--- src/rtl/mem_pkg.sv ---
// Shared definitions for the memory access stage.
// Provides access-size, exception-code and FSM-state encodings, the ack-timeout
// counter width, and the alignment rule shared by the stage and its checks.
package mem_pkg;

    typedef enum logic [1:0] {
        MEM_BYTE = 2'b00,
        MEM_HALF = 2'b01,
        MEM_WORD = 2'b10,
        MEM_RSVD = 2'b11   // behaves as a word access
    } mem_size_e;

    typedef enum logic [1:0] {
        EXC_NONE     = 2'b00,
        EXC_MISALIGN = 2'b01,
        EXC_TIMEOUT  = 2'b10
    } exc_code_e;

    typedef enum logic [1:0] {
        S_IDLE = 2'b00,
        S_BUSY = 2'b01,
        S_DONE = 2'b10
    } state_e;

    // Wide enough for the largest legal timeout (255).
    localparam int unsigned TO_CNT_W = 8;

    // Half needs an even address, word (and reserved) a 4-byte aligned one.
    function automatic logic is_misaligned(input logic [1:0] size, input logic [1:0] lane);
        logic mis;
        case (size)
            MEM_BYTE: mis = 1'b0;
            MEM_HALF: mis = lane[0];
            default:  mis = (lane != 2'b00);
        endcase
        return mis;
    endfunction

endpackage

--- src/rtl/memory_access_stage_if.sv ---
// Data-memory port bundle with a req/ack handshake.
//   dmem_req   request valid, held until dmem_ack
//   dmem_we    write enable
//   dmem_addr  word-aligned byte address
//   dmem_wdata lane-replicated write data
//   dmem_be    byte enables
//   dmem_ack   single-cycle completion strobe
//   dmem_rdata read word, valid with dmem_ack
// master: the pipeline stage; slave: the memory.
interface memory_access_stage_if;
    logic        dmem_req;
    logic        dmem_we;
    logic [31:0] dmem_addr;
    logic [31:0] dmem_wdata;
    logic [3:0]  dmem_be;
    logic        dmem_ack;
    logic [31:0] dmem_rdata;

    modport master (
        output dmem_req, dmem_we, dmem_addr, dmem_wdata, dmem_be,
        input  dmem_ack, dmem_rdata
    );

    modport slave (
        input  dmem_req, dmem_we, dmem_addr, dmem_wdata, dmem_be,
        output dmem_ack, dmem_rdata
    );
endinterface

--- src/rtl/mem_lane_align.sv ---
// Combinational byte-lane steering for the memory stage.
// Store side: byte enables and lane-replicated write data from size/lane/data.
// Load side: extracts the addressed lane of the read word and sign- or
// zero-extends it to 32 bits.
//   st_size_i/st_lane_i/st_data_i  store request (lane = addr[1:0])
//   be_o/wdata_o                   byte enables and replicated write data
//   ld_size_i/ld_lane_i/ld_signed_i/rdata_i  captured load request and read word
//   ld_data_o                      formatted load result
module mem_lane_align
    import mem_pkg::*;
(
    input  logic [1:0]  st_size_i,
    input  logic [1:0]  st_lane_i,
    input  logic [31:0] st_data_i,
    output logic [3:0]  be_o,
    output logic [31:0] wdata_o,
    input  logic [1:0]  ld_size_i,
    input  logic [1:0]  ld_lane_i,
    input  logic        ld_signed_i,
    input  logic [31:0] rdata_i,
    output logic [31:0] ld_data_o
);

    logic [31:0] ld_shift;

    always_comb begin
        be_o    = 4'b1111;
        wdata_o = st_data_i;
        case (st_size_i)
            MEM_BYTE: begin
                be_o    = 4'b0001 << st_lane_i;
                wdata_o = {4{st_data_i[7:0]}};
            end
            MEM_HALF: begin
                be_o    = st_lane_i[1] ? 4'b1100 : 4'b0011;
                wdata_o = {2{st_data_i[15:0]}};
            end
            default: ;
        endcase
    end

    always_comb begin
        // Bring the addressed lane down to bit 0 before extension.
        ld_shift  = rdata_i >> {ld_lane_i, 3'b000};
        ld_data_o = rdata_i;
        case (ld_size_i)
            MEM_BYTE: ld_data_o = {{24{ld_signed_i & ld_shift[7]}}, ld_shift[7:0]};
            MEM_HALF: ld_data_o = {{16{ld_signed_i & ld_shift[15]}}, ld_shift[15:0]};
            default:  ld_data_o = rdata_i;
        endcase
    end

endmodule

--- src/rtl/memory_access_stage.sv ---
// Memory stage of the 5-stage pipeline. Issues loads/stores on the data-memory
// port, stalls the pipeline while an access is outstanding, formats load data
// for the writeback latch, and flags misaligned accesses and ack timeouts.
//   clock, reset            pipeline clock, async active-low reset
//   m_mem_read/m_mem_write  load / store request from the EX/MEM latch
//   m_mem_size/m_mem_signed access size and load extension
//   m_alu_result            byte address; m_store_data right-aligned store data
//   m_mem_data              formatted load data to MEM/WB
//   m_stall                 combinational pipeline freeze
//   m_mem_exc/_code         one-cycle exception pulse and its cause
//   dmem                    data-memory port (master side)
module memory_access_stage
    import mem_pkg::*;
#(
    parameter int unsigned TIMEOUT_CYCLES = 255
) (
    input  logic        clock,
    input  logic        reset,
    input  logic        m_mem_read,
    input  logic        m_mem_write,
    input  logic [1:0]  m_mem_size,
    input  logic        m_mem_signed,
    input  logic [31:0] m_alu_result,
    input  logic [31:0] m_store_data,
    output logic [31:0] m_mem_data,
    output logic        m_stall,
    output logic        m_mem_exc,
    output logic [1:0]  m_mem_exc_code,
    memory_access_stage_if.master dmem
);

    // Counter value seen in the last BUSY cycle allowed before aborting.
    localparam logic [TO_CNT_W-1:0] ToLast = TO_CNT_W'(TIMEOUT_CYCLES - 1);

    state_e              state_q, state_d;
    logic [TO_CNT_W-1:0] cnt_q, cnt_d;
    logic                req_q, req_d;
    logic                we_q, we_d;
    logic [31:0]         addr_q, addr_d;
    logic [31:0]         wdata_q, wdata_d;
    logic [3:0]          be_q, be_d;
    logic [31:0]         data_q, data_d;
    logic                exc_q, exc_d;
    exc_code_e           code_q, code_d;
    // Load formatting info captured at issue so BUSY does not rely on upstream.
    logic [1:0]          ld_size_q, ld_size_d;
    logic [1:0]          ld_lane_q, ld_lane_d;
    logic                ld_signed_q, ld_signed_d;

    logic                access;
    logic                misaligned;
    logic [3:0]          st_be;
    logic [31:0]         st_wdata;
    logic [31:0]         ld_data;

    assign access     = m_mem_read | m_mem_write;
    assign misaligned = is_misaligned(m_mem_size, m_alu_result[1:0]);

    mem_lane_align u_lane_align (
        .st_size_i   (m_mem_size),
        .st_lane_i   (m_alu_result[1:0]),
        .st_data_i   (m_store_data),
        .be_o        (st_be),
        .wdata_o     (st_wdata),
        .ld_size_i   (ld_size_q),
        .ld_lane_i   (ld_lane_q),
        .ld_signed_i (ld_signed_q),
        .rdata_i     (dmem.dmem_rdata),
        .ld_data_o   (ld_data)
    );

    always_comb begin
        state_d     = state_q;
        cnt_d       = cnt_q;
        req_d       = req_q;
        we_d        = we_q;
        addr_d      = addr_q;
        wdata_d     = wdata_q;
        be_d        = be_q;
        data_d      = data_q;
        exc_d       = 1'b0;
        code_d      = EXC_NONE;
        ld_size_d   = ld_size_q;
        ld_lane_d   = ld_lane_q;
        ld_signed_d = ld_signed_q;
        m_stall     = 1'b0;

        case (state_q)
            S_IDLE: begin
                // dmem_ack is deliberately ignored here (late ack after reset).
                if (access) begin
                    if (!misaligned) begin
                        m_stall     = 1'b1;
                        req_d       = 1'b1;
                        we_d        = m_mem_write;
                        addr_d      = {m_alu_result[31:2], 2'b00};
                        be_d        = st_be;
                        wdata_d     = st_wdata;
                        ld_size_d   = m_mem_size;
                        ld_lane_d   = m_alu_result[1:0];
                        ld_signed_d = m_mem_signed;
                        cnt_d       = '0;
                        state_d     = S_BUSY;
                    end else begin
                        // Instruction retires without touching memory.
                        exc_d  = 1'b1;
                        code_d = EXC_MISALIGN;
                        data_d = '0;
                    end
                end
            end
            S_BUSY: begin
                m_stall = 1'b1;
                cnt_d   = cnt_q + 1'b1;
                // Ack has priority over a coincident timeout.
                if (dmem.dmem_ack) begin
                    req_d   = 1'b0;
                    we_d    = 1'b0;
                    if (!we_q) begin
                        data_d = ld_data;
                    end
                    state_d = S_DONE;
                end else if (cnt_q == ToLast) begin
                    req_d   = 1'b0;
                    we_d    = 1'b0;
                    data_d  = '0;
                    exc_d   = 1'b1;
                    code_d  = EXC_TIMEOUT;
                    state_d = S_DONE;
                end
            end
            S_DONE: begin
                // Stall released: the pipeline advances on this edge.
                cnt_d   = '0;
                state_d = S_IDLE;
            end
            default: state_d = S_IDLE;
        endcase
    end

    always_ff @(posedge clock or negedge reset) begin
        if (!reset) begin
            state_q     <= S_IDLE;
            cnt_q       <= '0;
            req_q       <= 1'b0;
            we_q        <= 1'b0;
            addr_q      <= '0;
            wdata_q     <= '0;
            be_q        <= '0;
            data_q      <= '0;
            exc_q       <= 1'b0;
            code_q      <= EXC_NONE;
            ld_size_q   <= MEM_BYTE;
            ld_lane_q   <= '0;
            ld_signed_q <= 1'b0;
        end else begin
            state_q     <= state_d;
            cnt_q       <= cnt_d;
            req_q       <= req_d;
            we_q        <= we_d;
            addr_q      <= addr_d;
            wdata_q     <= wdata_d;
            be_q        <= be_d;
            data_q      <= data_d;
            exc_q       <= exc_d;
            code_q      <= code_d;
            ld_size_q   <= ld_size_d;
            ld_lane_q   <= ld_lane_d;
            ld_signed_q <= ld_signed_d;
        end
    end

    assign dmem.dmem_req   = req_q;
    assign dmem.dmem_we    = we_q;
    assign dmem.dmem_addr  = addr_q;
    assign dmem.dmem_wdata = wdata_q;
    assign dmem.dmem_be    = be_q;
    assign m_mem_data      = data_q;
    assign m_mem_exc       = exc_q;
    assign m_mem_exc_code  = code_q;

endmodule

--- src/flat_wrapper.sv ---
// flat-port wrapper written by rule: the top's interface ports become plain ports
module memory_access_stage_flat import mem_pkg::*;
#(
    parameter int unsigned TIMEOUT_CYCLES = 255
)
  (clock, reset, m_mem_read, m_mem_write, m_mem_size, m_mem_signed, m_alu_result, m_store_data, m_mem_data, m_stall, m_mem_exc, m_mem_exc_code, dmem_dmem_req, dmem_dmem_we, dmem_dmem_addr, dmem_dmem_wdata, dmem_dmem_be, dmem_dmem_ack, dmem_dmem_rdata);
  memory_access_stage_if dmem_i ();
  input  logic clock;
  input  logic reset;
  input  logic m_mem_read;
  input  logic m_mem_write;
  input  logic [1:0] m_mem_size;
  input  logic m_mem_signed;
  input  logic [31:0] m_alu_result;
  input  logic [31:0] m_store_data;
  output logic [31:0] m_mem_data;
  output logic m_stall;
  output logic m_mem_exc;
  output logic [1:0] m_mem_exc_code;
  output wire logic [$bits(dmem_i.dmem_req)-1:0] dmem_dmem_req;
  output wire logic [$bits(dmem_i.dmem_we)-1:0] dmem_dmem_we;
  output wire logic [$bits(dmem_i.dmem_addr)-1:0] dmem_dmem_addr;
  output wire logic [$bits(dmem_i.dmem_wdata)-1:0] dmem_dmem_wdata;
  output wire logic [$bits(dmem_i.dmem_be)-1:0] dmem_dmem_be;
  input wire logic [$bits(dmem_i.dmem_ack)-1:0] dmem_dmem_ack;
  input wire logic [$bits(dmem_i.dmem_rdata)-1:0] dmem_dmem_rdata;
  assign dmem_dmem_req = dmem_i.dmem_req;
  assign dmem_dmem_we = dmem_i.dmem_we;
  assign dmem_dmem_addr = dmem_i.dmem_addr;
  assign dmem_dmem_wdata = dmem_i.dmem_wdata;
  assign dmem_dmem_be = dmem_i.dmem_be;
  assign dmem_i.dmem_ack = dmem_dmem_ack;
  assign dmem_i.dmem_rdata = dmem_dmem_rdata;
  memory_access_stage #(.TIMEOUT_CYCLES(TIMEOUT_CYCLES)) u_core (.clock(clock), .reset(reset), .m_mem_read(m_mem_read), .m_mem_write(m_mem_write), .m_mem_size(m_mem_size), .m_mem_signed(m_mem_signed), .m_alu_result(m_alu_result), .m_store_data(m_store_data), .m_mem_data(m_mem_data), .m_stall(m_stall), .m_mem_exc(m_mem_exc), .m_mem_exc_code(m_mem_exc_code), .dmem(dmem_i));
endmodule
--- config.mk ---
export PLATFORM = sky130hd
export DESIGN_NAME = memory_access_stage_flat
export DESIGN_NICKNAME = d
export VERILOG_FILES = /design/src/rtl/mem_pkg.sv /design/src/rtl/memory_access_stage_if.sv /design/src/rtl/mem_lane_align.sv /design/src/rtl/memory_access_stage.sv /design/src/flat_wrapper.sv
export SDC_FILE = /design/constraint.sdc
export NUM_CORES = 1
export LEC_CHECK = 0
export BUFFER_PORTS_ARGS = -buffer_cell sky130_fd_sc_hd__buf_2
export CELL_PAD_IN_SITES_DETAIL_PLACEMENT = 2
export CELL_PAD_IN_SITES_GLOBAL_PLACEMENT = 2
export CORE_MARGIN = 3
export CORE_UTILIZATION = 30
export DETAILED_ROUTE_END_ITERATION = 8
export PLACE_DENSITY = 0.82
export SLEW_MARGIN = 5
export SYNTH_ARGS = -nofsm -noshare
export SYNTH_HDL_FRONTEND = slang
export SYNTH_SLANG_ARGS = --single-unit
--- constraint.sdc ---
create_clock -name clock -period 2.4 [get_ports clock]
set_clock_uncertainty 0.05 [all_clocks]
set_input_delay 0.12 -clock clock [delete_from_list [all_inputs] [get_ports clock]]
set_output_delay 0.12 -clock clock [all_outputs]
set_load 0.02 [all_outputs]
==> impl_results.md <==
- Pre-CTS WS: around 0.25 ns
- Worst path max stage delay: around 0.57 ns
- Crit path time final: 2.23 ns
- Iter 0 DRT Violations: roughly 220
- Sequential Power Share: 33.8%
- Worst Setup End Kind: register
- Final slew viol count: 0
- Vias in the first global route: about 6,100
- Synth area leaders: dfrtp_1 54%, mux2_2 9.3%, mux2i_1 6.0%, o21ai_0 4.1%, nand2_1 3.4%
- Fin crit share: between 90 and 100%
- Grt ovf: 0
- Cell family with most CP delay: buffers and inverters
- M3 GR Usage: approximately 6.3%
- Pint: just under 6000 µW
- M1 GR Usage: approximately 27%
- Outcome: completed
- Critical Path RT: between 2 and 3 ns
- Largest net degree at the start of global routing: 100
- Worst Path Arrival: ~2.5 ns
- CP max stage cell: dlygate4sd3_1
- # clock sinks: approximately 120
- DRT Wirelength: between 20,000 and 25,000 µm
- Final hold vios: 0
- Worst min path class: in2reg
- WL per Instance: ~23 µm
- Worst-path fanout max: 99
- Setup TNS: 0 ns
- Max frequency: around 450 MHz
- Gpl congestion: ~0.83
- Drt first pass iters: 4
- Critical-path cell list: nor2_1, nand4_1, buf_12, nand2_1, o41ai_1, dlygate4sd3_1
- Yosys warns: 0
- Row cnt: 48
- Final worst slack: roughly 0.17 ns
- Layout Nets: ~870
- RSZ-0062 raised after global routing: no
- Asr flop ratio synth: between 90% and 100%
- Sw Share: 40.2%
- Final Total Pwr: roughly 9800 µW
- Syn avg cell area: between 10 and 15 µm²
- Vias: roughly 5,100
- Logic pwr share: 37.7%
- Worst vdd ir: ~520 µV
- EDFF count, synth: 0
- Initial antenna violation count: 1
- First-pass GRT wire length: 35,700 µm
- Post-CTS Setup Bufs: 0
- Global Route met2 Usage: a little over two fifths
- Register bit count reported by yosys: 118
- Most used routing layer: met2
- Post-Syn Area: 5470 µm²
- Clock power share: between 20% and 30%
- GRT Util Overall: 23.3%
- Top-count cell post-synth: dfrtp_1
- Starting density of the core: 31.1%
- DR DRC count: 0
- TritonCTS clock tree: built
- Post-synth top flop: dfrtp_1
- # IOs: 210
- PD cells: between 1000 and 1500 nW/µm²
- List of most frequent post-synthesis cells: 118 x dfrtp_1, 49 x nand2_1, 45 x mux2_2, 45 x o21ai_0, 33 x mux2i_1
- Switching power: just under 4000 µW
- Reg2reg end: u_core.dmem.dmem_be[0]
- Root buf cell: clkbuf_16
- Setup Viol. Count Final: 0
- Crit path buffers/inverters: 2
- Port-buffer cells: roughly 210
- Worst-Margin Slew: 0.955 ns
- Yosys top cell area share: a little over half
- P&R area growth vs syn: 47.4%
- Die Wd: between 100 and 150 µm
- WS Path Type: reg2reg
- Clock slew at reported path FFs: 0.06 ns
- Gate Count Post-Synth: 489
- Post-DRT Antenna Nets: 0
- H-tree levels: 4
- Hold depth: 3
- Synth unique cells: 44
- HP Start: m_store_data[29]
- Core area: 17,600 µm²
- Startpoint class of the critical path: register
- Die Y: between 100 and 150 µm
- Reg2reg path depth: 6
- Clock latency on the worst-skew pair: 0.41 ns
- R2r setup slk: approximately 0.17 ns
- Final-layout fill cell count: ~1,800
- Sequential area share after synthesis: 54.0%
- Post-DP HPWL: ~14,000 µm
- CTS Buf Count: 17
- Via density: 5.14
- Min-Delay Endpoint: u_core.dmem.dmem_wdata[29]
- CTS max path bufs: 2
- Share of layout cells above drive strength 1: 39.4%
- Worst R2R Start: u_core.state_q[0]
- Post-synth top area cell: dfrtp_1
- Maxcap violations: 0
- Worst slew margin: between 30% and 40%
- Die area: 19,900 µm²
- LEAKAGE: 0.00397 µW
==> metal layers <==
metal / vias to the layer above / share of wire (%)
met5: - / 0
met2: 193 / 53
met4: 0 / 1.9
li1: 2309 / -
met3: 33 / 5.9
met1: 2604 / 39
==> worst min-delay path: cells and delay by family <==
family                 cells  cell delay (ns)
buffers and inverters      1             0.08
AO/OA/AOI/OAI              2             0.23
==> state kept, by name, summed over array words and instances, names as in the netlist <==
| signal | flops |
|---|---|
| u_core.m_mem_data | 32 |
| u_core.state_q | 2 |
| u_core.ld_signed_q | 1 |
| u_core.dmem.dmem_be | 4 |
| u_core.ld_size_q | 2 |
| u_core.dmem.dmem_wdata | 32 |
| u_core.dmem.dmem_req | 1 |
| u_core.dmem.dmem_we | 1 |
| u_core.m_mem_exc_code | 2 |
| u_core.ld_lane_q | 2 |
| u_core.dmem.dmem_addr | 30 |
| u_core.cnt_q | 8 |
| u_core.m_mem_exc | 1 |
==> cell type report <==
class	count	area [µm²]	share of cell area (%)
antenna	1	2.50	0.0310
tap	225	282	3.49
multi-input combinational	331	2340	29.0
timing repair buffer	286	1820	22.6
inverter	7	26.3	0.326
clock buffer	18	439	5.45
clock inverter	14	200	2.48
sequential	118	2950	36.6
==> cell usage in the layout (no fill, tap or decap), drive strengths merged, types with 4 or more instances in the layout <==
cell,netlist,final
dlygate4sd3,0,65
o21ai,45,45
dfrtp,118,118
inv,7,8
bufinv,0,4
mux2i,33,33
nand2b,24,24
o211ai,7,7
and3,10,10
nand2,49,49
a221o,7,7
o2bb2ai,7,7
clkbuf,20,18
nand3,6,6
a32o,17,17
buf,14,221
a21oi,23,23
mux2,45,45
clkinv,0,6
nor2,22,22
==> stage by stage <==
step	std cells	utilization (%)	hold slack (ns)	area (µm²)
final	1000	45.8	0.0144	8060
after floorplan	490	-	-0.226	5470
after detailed placement	902	38.5	0.0801	6770
after CTS	999	45.8	0.000728	8060
after global placement	902	38.5	0.0692	6770
after global routing	1000	45.8	0.0191	8060
==> cell families after synthesis <==
kind of cell	synth area share, %
XOR/XNOR	0.160
adder cells (fa/ha/maj)	0.457
AND/OR/NAND/NOR	11.3
flip-flops	54.0
AO/OA/AOI/OAI	14.9
buffers and inverters	3.41
multiplexers	15.7
other	0.0686
==> power by group through the flow <==
stage	clock, µW	sequential (µW)	combinational [µW]
CTS	2830	3270	3650
floorplan	0	3930	1430
global placement	0	3200	3370
finish	2790	3310	3700
global route	2930	3420	3990
detailed placement	0	3270	3530
==> worst max path at each step <==
stage,from,end,slack [ns],cells past startpoint
6_report,u_core.state_q[0],u_core.dmem.dmem_be[0],0.17,6
5_1_grt,u_core.state_q[0],u_core.dmem.dmem_be[0],0.002,6
4_1_cts,m_alu_result[1],u_core.dmem.dmem_be[0],0.02,8
3_5_place_dp,u_core.cnt_q[0],u_core.m_mem_data[27],0.25,7
3_3_place_gp,u_core.cnt_q[0],u_core.m_mem_data[26],0.33,7
2_1_floorplan,u_core.ld_lane_q[1],u_core.m_mem_data[22],0.51,6
==> repair_timing <==
action,in CTS,in global routing
hold buffers,65,0
endpoints found under the hold margin,101,0
gates resized for setup,0,1
setup endpoints to repair,0,2
(Power assumes the default switching activity.)
